**src/rtl/leg_output_fifo.sv**
```systemverilog
// Byte FIFO between the CPU output strobe and a valid/ready consumer.
// Bytes offered while full (with no pop that cycle) are dropped and counted.
module leg_output_fifo #(
  parameter int UUID  = 0,
  parameter     NAME  = "",
  parameter int DEPTH = 8
) (
  input  logic                       clk,
  input  logic                       rst,
  input  logic                       arch_output_enable,
  input  logic [7:0]                 arch_output_value,
  output logic                       out_valid,
  output logic [7:0]                 out_data,
  input  logic                       out_ready,
  output logic [$clog2(DEPTH):0]     count,
  output logic                       full,
  output logic                       overflow,
  output logic [7:0]                 drop_count,
  input  logic                       ovf_clr
);

  localparam int AW = $clog2(DEPTH);
  localparam int CW = AW + 1;
  localparam logic [CW-1:0] DEPTH_C = CW'(DEPTH);

  if ((DEPTH < 2) || (DEPTH > 256) || ((DEPTH & (DEPTH - 1)) != 0) || (UUID < 0)) begin : g_bad_param
    $error("leg_output_fifo %s (uuid %0d): DEPTH must be a power of two in 2..256", NAME, UUID);
  end

  logic [7:0]    mem [DEPTH];
  logic [AW-1:0] wr_ptr_q;
  logic [AW-1:0] rd_ptr_q;
  logic [CW-1:0] count_q;
  logic          out_valid_q;
  logic          full_q;
  logic          overflow_q;
  logic [7:0]    drop_count_q;

  // Handshake: a byte transfers on every rising edge where out_valid and
  // out_ready are both high; out_valid never depends on out_ready, and the
  // head byte holds steady until it is accepted.
  logic          pop;
  logic          push;
  logic          drop;
  logic [CW-1:0] count_d;

  always_comb begin
    pop  = out_valid_q & out_ready;
    push = arch_output_enable & (~full_q | pop);
    drop = arch_output_enable & full_q & ~pop;
    count_d = count_q;
    if (push && !pop) begin
      count_d = count_q + CW'(1);
    end else if (pop && !push) begin
      count_d = count_q - CW'(1);
    end
  end

  always_ff @(posedge clk or negedge rst) begin
    if (!rst) begin
      wr_ptr_q     <= '0;
      rd_ptr_q     <= '0;
      count_q      <= '0;
      out_valid_q  <= 1'b0;
      full_q       <= 1'b0;
      overflow_q   <= 1'b0;
      drop_count_q <= 8'h00;
    end else begin
      if (push) begin
        wr_ptr_q <= wr_ptr_q + AW'(1);
      end
      if (pop) begin
        rd_ptr_q <= rd_ptr_q + AW'(1);
      end
      count_q     <= count_d;
      out_valid_q <= (count_d != '0);
      full_q      <= (count_d == DEPTH_C);
      // A drop in the same cycle as a clear wins: the flag stays set and
      // the counter restarts at one.
      if (drop) begin
        overflow_q <= 1'b1;
        if (ovf_clr) begin
          drop_count_q <= 8'd1;
        end else if (drop_count_q != 8'hFF) begin
          drop_count_q <= drop_count_q + 8'd1;
        end
      end else if (ovf_clr) begin
        overflow_q   <= 1'b0;
        drop_count_q <= 8'h00;
      end
    end
  end

  // Storage is not reset; entries are only visible through a valid head.
  always_ff @(posedge clk) begin
    if (rst && push) begin
      mem[wr_ptr_q] <= arch_output_value;
    end
  end

  assign out_valid  = out_valid_q;
  assign out_data   = out_valid_q ? mem[rd_ptr_q] : 8'h00;
  assign count      = count_q;
  assign full       = full_q;
  assign overflow   = overflow_q;
  assign drop_count = drop_count_q;

endmodule

```
**config.mk**
```make
export PLATFORM = sky130hd
export DESIGN_NAME = leg_output_fifo
export DESIGN_NICKNAME = d
export VERILOG_FILES = /design/src/rtl/leg_output_fifo.sv
export SDC_FILE = /design/constraint.sdc
export NUM_CORES = 1
export LEC_CHECK = 0
export ABC_AREA = 1
export CORE_MARGIN = 3
export CORE_UTILIZATION = 40
export CTS_CLUSTER_DIAMETER = 120
export DETAILED_ROUTE_END_ITERATION = 8
export GPL_ROUTABILITY_DRIVEN = 0
export GPL_TIMING_DRIVEN = 1
export PLACE_DENSITY_LB_ADDON = 0.2
export SYNTH_ARGS = -nofsm -noshare
export SYNTH_HDL_FRONTEND = slang
export SYNTH_SLANG_ARGS = --single-unit
export TNS_END_PERCENT = 50
```
**constraint.sdc**
```tcl
create_clock -name clk -period 2.4 [get_ports clk]
set_input_delay 0.48 -clock clk [delete_from_list [all_inputs] [get_ports clk]]
set_output_delay 0.48 -clock clk [all_outputs]
set_load 0.02 [all_outputs]
```
==> out/qor.yml, run 1 <==
ios: 36
yosys_warnings: 0
hold_path_class: "flop to flop"
synth_fp_nets: 380
wire_per_inst_um: 14.3
peakVddDrop_mv: 0.709
antenna_found_initial: 0
overflow: 0
slew_viol_final: 0
grt_max_degree: 25
finalClockSkew_ps: 7.72
utilization_pct: 49.9
htreeDepth: 3
hold_violations: 0
startpoint_type: "flop"
power_frac_seq_pct: 40.2
combPwrFrac_pct: 41.7
critical_path_class: "flop to output pin"
status: "finished, final reports clean"
die_x_um: 104
slew-limit-headroom_pct: 57.8
fp.coreArea_um2: 9240
die_h_um: 104
timing.fmax_ghz: 0.439
grt_pass1_wl_um: 13300
power_uw: 4860
via_per_inst: 4.81
min_period_ps: 2280
rsz0062_at_grt: "yes"
p_clk_share_pct: 18.0
wl_um: 7920
cts_setup_buffers: 0
yosysTopAreaCell: "edfxtp_1"
p_leak_uw: 0.00180
synth-seq-cells: 85
row_count: 35
tightest_slew_ps: 633
fin_nets: 438
first_iter_violations: 71
track_usage_pct: 15.5
drive_gt1_share_pct: 14.4
crit_path_max_fanout: 24
maxCapViolations: 0
numClockSinks: 85
cellPowerDensity_nw_per_um2: 1050
cts_hold_buffers: 0
dpl_cell_area_um2: 4460
hpwlAfterDp_um: 5440
swShare_pct: 39.1
setup_violations: 0
synthCells: 362
crit_required_ps: 1920
worstPathArrival_ps: 1800
end_kind: "output pin"
grt_pass1_vias: 2686
drc: 0
syn_area_um2: 3820
via_count: 2662
setup_tns_ps: 0
cts_buffer_depth: 2
drtAntennaViolNets: 0
period_share_pct: 94.8
seq_area_frac_synth_pct: 64.1
synth.distinct_cells: 30
initial_core_util_pct: 41.3
cts_buffers: 9
worst_hold_slack_ps: 493
area_growth_pct: 20.7
avgSynthCellArea_um2: 10.6
n_antenna_cell: 0
dieArea_um2: 10800
firstDrtPassIters: 4
intPower_uw: 2960
design_area_um2: 4610
insertion_delay_ps: 340
p_sw_uw: 1900
synth_top_area_share_pct: 50.3
cts_tree: "built"
io_buffers: 35
clk_pin_slew_ps: 80
root_buffer: "clkbuf_8"
synth_area_leaders: "edfxtp_1, dfrtp_1, nor2_1"
-- synthesized netlist by cell type --
| library cell | n |
|---|---|
| nor2_1 | 68 |
| edfxtp_1 | 64 |
| nand2_1 | 64 |
| o21ai_0 | 28 |
| dfrtp_1 | 21 |
| inv_1 | 21 |
| nand3_1 | 11 |
| buf_2 | 9 |
| o211ai_1 | 9 |
| o21ai_1 | 9 |
| o22ai_1 | 8 |
| nand2_2 | 6 |
| ha_1 | 5 |
| nand4_1 | 5 |
| a21oi_1 | 4 |
| nor3_1 | 4 |
| xor2_1 | 4 |
| inv_2 | 3 |
| nand2_4 | 3 |
| nor2_2 | 3 |
| xnor2_1 | 3 |
| nand3_4 | 2 |
| buf_6 | 1 |
| clkbuf_1 | 1 |
| clkinv_2 | 1 |
| nand3_2 | 1 |
| o21ai_2 | 1 |
| o21bai_1 | 1 |
| o21bai_2 | 1 |
| or2_1 | 1 |
-- path summary, 6_finish.rpt --
kind / from / to / slack (ps) / cells past startpoint
hold / removal: overflow / overflow / 490 / 2
setup reg to reg: out_valid / mem[6][7] / 600 / 8
min in group asynchronous: rst / out_valid / 510 / 2
hold reg to reg: overflow / overflow / 490 / 2
setup / recovery: rd_ptr_q[0] / out_data[5] / 120 / 7
max in group asynchronous: rst / drop_count[2] / 1670 / 2
-- stage by stage --
stage | setup WS (ps) | cells
2_1_floorplan | 398 | 362
3_3_place_gp | 214 | 538
3_5_place_dp | 194 | 538
4_1_cts | 74.3 | 554
5_1_grt | -9.49 | 554
6_report | 124 | 554
-- per-layer routing --
metal / GRT usage (%) / vias to the layer above / part of all wire [%]
li1: - / 1354 / -
met5: 0 / - / 0
met3: 3.99 / 15 / 4.1
met1: 20.1 / 1237 / 46
met2: 25.3 / 56 / 48
met4: 5.51 / 0 / 1.8
-- layout by cell type, fill, tap and decap left out, types with 4 or more instances in the layout --
cell type	netlist	final
o21ai_1	9	9
nor2_1	68	68
o21ai_0	28	28
clkdlybuf4s50_1	0	27
xor2_1	4	4
nand2_1	64	64
o22ai_1	8	8
a21oi_1	4	4
clkbuf_8	0	9
inv_1	21	21
nand2_2	6	6
ha_1	5	5
dfrtp_1	21	21
nand4_1	5	5
o211ai_1	9	9
edfxtp_1	64	64
buf_4	0	22
nor3_1	4	4
nand3_1	11	11
-- critical path, cell delays in order, from the launching register on --
cell and delay, ps:
dfrtp_1 420, inv_2 130, buf_12 170, nor2_1 50
o22ai_1 150, nor2_1 60, nor2_1 150, clkdlybuf4s15_1 310
-- cells by family after synthesis --
family                   after synthesis  share of synthesized area (%)
AO/OA/AOI/OAI                         61                           9.17
XOR/XNOR                               7                           1.61
adder cells (fa/ha/maj)                5                           1.64
buffers and inverters                 36                           4.06
flip-flops                            85                           64.1
AND/OR/NAND/NOR                      168                           19.5
-- layout make-up --
| type | instances | area, µm² |
|---|---|---|
| Inverter | 25 | 95.1 |
| Clock buffer | 9 | 124 |
| Clock inverter | 7 | 48.8 |
| Fill cell | 853 | 4630 |
| Timing Repair Buffer | 58 | 518 |
| Tap cell | 129 | 161 |
| Sequential cell | 85 | 2450 |
| Multi-Input combinational cell | 241 | 1220 |
-- state kept, by name, indices dropped and copies added (netlist names) --
register,flops
count,4
drop_count,8
full,1
mem,64
out_valid,1
overflow,1
rd_ptr_q,3
wr_ptr_q,3
-- what timing repair did --
action | 4_1_cts | 5_1_grt
gates resized for setup | 8 | 9
pin swaps | 0 | 0
endpoints found under the setup margin | 8 | 6
hold endpoints to repair | 0 | 0
-- power by group through the flow --
stage / registers (µW) / clock network (µW) / logic [µW]
after floorplan: 1980 / 0 / 1310
final: 1960 / 877 / 2030
after global placement: 1990 / 0 / 2120
after global routing: 1990 / 976 / 2280
after CTS: 1960 / 926 / 2060
after detailed placement: 1990 / 0 / 2150
(Power assumes the default switching activity.)
==> run 2: changes to the inputs <==
Clock period 2.4 ns to 2.8 ns, I/O delays scaled along.
==> run 2 against run 1 <==
Critical path type unchanged. Register-to-register slack better by 190 ps. Clock skew is 4.4 ps higher. Largest cell class unchanged. Hold slack worse by 85 ps. Cell count is 1.1% lower. Via count is 1.0% higher. Sequential share of layout area is 0.16 points lower. Global-route usage is 0.12 points higher.
==> out/qor.yml, run 2 (synthesis gave the netlist of run 1 again) <==
period_share_pct: 97.1
crit_required_ps: 2240  # +320 ps
worstPathArrival_ps: 2160  # +360 ps
seq_area_um2: 2450  # unchanged
wl_um: 7940  # +0.23%
overflow: 0  # unchanged
numClockSinks: 85  # unchanged
final_common_cell: "nor2_1"
hpwlAfterDp_um: 5250  # -3.4%
cts_tree: "built"
n_antenna_cell: 0  # unchanged
first_iter_violations: 92  # +30%
dieArea_um2: 10800  # unchanged
slew_viol_final: 0  # unchanged
cts_buffer_depth: 2  # unchanged
worst_slack_ps: 80.3  # -44.2 ps
finalClockSkew_ps: 12.1  # +4.39 ps
drtAntennaViolNets: 0  # unchanged
firstDrtPassIters: 4  # unchanged
clk_pin_slew_ps: 90  # about the same
rr_worst_depth: 8  # unchanged
worst_hold_slack_ps: 408  # -84.7 ps
power_uw: 4300  # -12%
cts_setup_buffers: 0  # unchanged
ios: 36  # unchanged
final_cell_mix: "nor2_1, nand2_1, edfxtp_1"
min_period_ps: 2720
initial_core_util_pct: 41.3  # unchanged
io_buffers: 35  # unchanged
root_buffer: "clkbuf_8"
startpoint_type: "flop"
grt_pass1_wl_um: 13300  # +0.41%
fp.coreArea_um2: 9240  # unchanged
insertion_delay_ps: 350  # about the same
hold_violations: 0  # unchanged
rrSetupSlack_ps: 790  # +190 ps
crit_path_max_fanout: 9  # -63%
row_count: 35  # unchanged
drive_gt1_share_pct: 12.6  # -1.7 points
p_leak_uw: 0.00183  # +1.9%
grt_max_degree: 26  # +4.0%
cellPowerDensity_nw_per_um2: 929  # -12%
pre_cts_ws_ps: 438  # +244 ps
via_per_inst: 4.91  # +2.1%
track_usage_pct: 15.6  # +0.12 points
rsz0062_at_grt: "yes"
cts_buffers: 9  # unchanged
setup_violations: 0  # unchanged
end_kind: "output pin"
critical_path_class: "flop to output pin"
die_h_um: 104  # unchanged
hold_path_class: "primary input to async pin"
nFillCells: 854  # +0.12%
wire_per_inst_um: 14.5  # +1.3%
multi_input_area_um2: 1220  # unchanged
slew-limit-headroom_pct: 55.6  # -2.3 points
drc: 0  # unchanged
maxCapViolations: 0  # unchanged
fin_nets: 432  # -1.4%
largest_register: "mem"
timing.fmax_ghz: 0.368
largest_reg_flops: 64  # unchanged
htreeDepth: 3  # unchanged
grt_pass1_vias: 2738  # +1.9%
die_x_um: 104  # unchanged
status: "finished, final reports clean"
via_count: 2689  # +1.0%
tightest_slew_ps: 667  # +34.0 ps
peakVddDrop_mv: 0.484  # -32%
antenna_found_initial: 0  # unchanged
area_growth_pct: 21.1
run 2: power breakdown:
group	switching [µW]	leakage, µW	total, µW	internal [µW]
Sequential	166	0.000843	1680	1520
Clock	440	0.0000971	860	420
Combinational	1040	0.000892	1750	716
run 2: area by class of cell:
cell class | count | area share (%)
Clock buffer | 10 | 2.76
Clock inverter | 6 | 1.57
Inverter | 25 | 2.06
Multi-Input combinational cell | 241 | 26.3
Sequential cell | 85 | 52.9
Tap cell | 129 | 3.49
Timing Repair Buffer | 52 | 10.9
run 2: worst paths after layout:
path                              from       endpoint
hold / removal                     rst    wr_ptr_q[1]
setup reg to reg             out_valid      mem[4][4]
max in group asynchronous          rst  drop_count[1]
setup / recovery           rd_ptr_q[1]    out_data[7]
hold reg to reg               overflow       overflow
min in group clk              overflow       overflow
run 2: worst max-delay path, cell delays in order, from the launching register on:
cell	delay, ps
dfrtp_1	390
inv_1	260
o21ai_0	150
o22ai_1	140
nor2_1	70
nor2_1	170
clkdlybuf4s50_1	620
run 2: metrics by stage:
step | cell area (µm²) | utilization [%] | cells | TNS, ps
2_1_floorplan | 3820 | - | 362 | 0
5_1_grt | 4630 | 50.1 | 548 | -40.1
3_5_place_dp | 4400 | 47.6 | 532 | 0
4_1_cts | 4600 | 49.8 | 548 | 0
3_3_place_gp | 4400 | 47.6 | 532 | 0
6_report | 4630 | 50.1 | 548 | 0
run 2: routing by layer:
metal | global-route usage [%] | part of all wire, % | up-vias
li1 | - | - | 1340
met4 | 6.08 | 2.4 | 0
met2 | 24.8 | 46 | 88
met1 | 20.3 | 45 | 1246
met5 | 0 | 0 | -
met3 | 4.55 | 6.6 | 15
run 2: repair_timing:
| action | in CTS | in global routing |
|---|---|---|
| hold buffers | 0 | 0 |
| resized for setup | 0 | 9 |
| setup endpoints to repair | 0 | 8 |
==> run 3: changes to the inputs <==
Settings changed: PLACE_DENSITY_LB_ADDON 0.2 to unset.
==> run 3 against run 2 <==
Non-clock buffer count unchanged. Die area unchanged. Critical endpoint is now out_data[0]. Critical path depth up 2. Total power up 3.1%. Routed wire length down 1.4%.
==> out/qor.yml, run 3 (synthesis gave the netlist of run 1 again) <==
numClockSinks: 85  # unchanged
seq_area_um2: 2450  # unchanged
cts_tree: "built"
intPower_uw: 2830  # +6.6%
drc: 0  # unchanged
ios: 36  # unchanged
final_common_cell: "nor2_1"
via_per_inst: 4.86  # -0.93%
cp_top_family: "buffers and inverters"
dieArea_um2: 10800  # unchanged
min_period_ps: 2480  # -243 ps
swShare_pct: 36.2  # -2.1 points
period_share_pct: 88.5  # -8.7 points
power_frac_seq_pct: 38.2  # -1.0 points
track_usage_pct: 15.2  # -0.44 points
largest_reg_flops: 64  # unchanged
wire_per_inst_um: 14.3  # -1.4%
cts_buffers: 9  # unchanged
crit_required_ps: 2240  # about the same
end_kind: "output pin"
n_antenna_cell: 0  # unchanged
initial_core_util_pct: 41.3  # unchanged
cp_slowest_stage_delay_ps: 440  # -180 ps
grt_pass1_vias: 2670  # -2.5%
critical_path_class: "flop to output pin"
final_cell_mix: "nor2_1, nand2_1, edfxtp_1"
dpl_cell_area_um2: 4410  # +0.28%
p_clk_share_pct: 22.7  # +2.7 points
first_iter_violations: 101  # +9.8%
p_leak_uw: 0.00186  # +1.6%
startpoint_type: "flop"
tightest_slew_ps: 675  # +7.89 ps
root_buffer: "clkbuf_8"
insertion_delay_ps: 340  # about the same
via_count: 2664  # -0.93%
wl_um: 7830  # -1.4%
firstDrtPassIters: 4  # unchanged
die_h_um: 104  # unchanged
status: "finished, final reports clean"
multi_input_area_um2: 1220  # unchanged
setup_violations: 0  # unchanged
hold_path_class: "flop to flop"
hpwlAfterDp_um: 5320  # +1.2%
die_x_um: 104  # unchanged
worstPathArrival_ps: 1920  # -240 ps
rsz0062_at_grt: "no"
maxCapViolations: 0  # unchanged
grt_max_degree: 34  # +31%
fin_nets: 432  # unchanged
nFillCells: 858  # +0.47%
worst_hold_slack_ps: 488  # +79.7 ps
hold_violations: 0  # unchanged
largest_register: "mem"
cts_buffer_depth: 2  # unchanged
slowest_stage: "dfrtp_1"
dp_cells: 532  # unchanged
row_count: 35  # unchanged
drtAntennaViolNets: 0  # unchanged
instances_no_fill: 548  # unchanged
area_growth_pct: 22.2
clk_pin_slew_ps: 80  # about the same
cts_hold_buffers: 0  # unchanged
io_buffers: 35  # unchanged
finalClockSkew_ps: 8.13  # -3.98 ps
slew_viol_final: 0  # unchanged
design_area_um2: 4670  # +0.95%
antenna_found_initial: 0  # unchanged
setup_tns_ps: 0  # unchanged
overflow: 0  # unchanged
cp_cell_sequence: "buf_4 -> inv_1 -> buf_4 -> o21ai_0 -> o22ai_1 -> nor2_1 -> nor2_1 -> dlygate4sd2_1"
peakVddDrop_mv: 0.419  # -13%
timing.fmax_ghz: 0.404  # +9.8%
p_sw_uw: 1600  # -2.5%
htreeDepth: 3  # unchanged
cts_setup_buffers: 0  # unchanged
crit_buf_inv: 4  # +2
drive_gt1_share_pct: 12.4  # -0.24 points
cellPowerDensity_nw_per_um2: 949  # +2.2%
slew-limit-headroom_pct: 55.0  # -0.53 points
crit_path_max_fanout: 6  # -3
grt_pass1_wl_um: 13000  # -2.8%
power_uw: 4430  # +3.1%
fp.coreArea_um2: 9240  # unchanged
combPwrFrac_pct: 39.1  # -1.7 points
run 3: power by group through the flow:
stage	sequential, µW	combinational (µW)	clock [µW]
2_1_floorplan	1700	1120	0
4_1_cts	1690	1780	1040
6_report	1690	1730	1010
5_1_grt	1720	1950	1090
3_3_place_gp	1720	1760	0
3_5_place_dp	1720	1780	0
run 3: path summary, 6_finish.rpt:
| kind | endpoint | start | slack [ps] | depth (start not counted) |
|---|---|---|---|---|
| max | out_data[0] | rd_ptr_q[1] | 320 | 8 |
| min | overflow | overflow | 490 | 2 |
| max reg2reg | mem[0][0] | out_valid | 800 | 8 |
| min reg2reg | overflow | overflow | 490 | 2 |
| max in group asynchronous | drop_count[5] | rst | 1700 | 2 |
| min in group asynchronous | rd_ptr_q[1] | rst | 520 | 1 |
run 3: through the flow:
stage	utilization [%]	setup WS, ps
floorplan	-	798
global placement	47.7	413
detailed placement	47.7	402
CTS	50.3	19.6
global route	50.5	144
finish	50.5	323
run 3: repair_timing:
action	4_1_cts	5_1_grt
gates resized for setup	1	8
setup endpoints to repair	1	7
endpoints found under the hold margin	0	0
run 3: per-layer routing:
layer  global-route usage [%]  share of wire, %  up-vias
met3                     4.30               4.6        2
li1                         -                 -     1345
met4                     3.32              0.31        0
met1                     19.7                46     1260
met2                     25.5                49       57
met5                        0                 0        -
run 3: final cells by class:
cell class                 count  share of cell area (%)
multi-input combinational    241                    26.1
timing repair buffer          52                    10.9
inverter                      25                    2.04
sequential                    85                    52.4
tap                          129                    3.46
clock buffer                  10                    2.73
clock inverter                 6                    2.36
run 3: worst reg2reg max path: stages, from the launching register on:
cell	delay, ps
dfrtp_1	610
buf_4	230
nand2_4	100
nand2_1	80
nand2_1	80
inv_2	90
nand2_1	100
nor3_1	180
buf_4	240
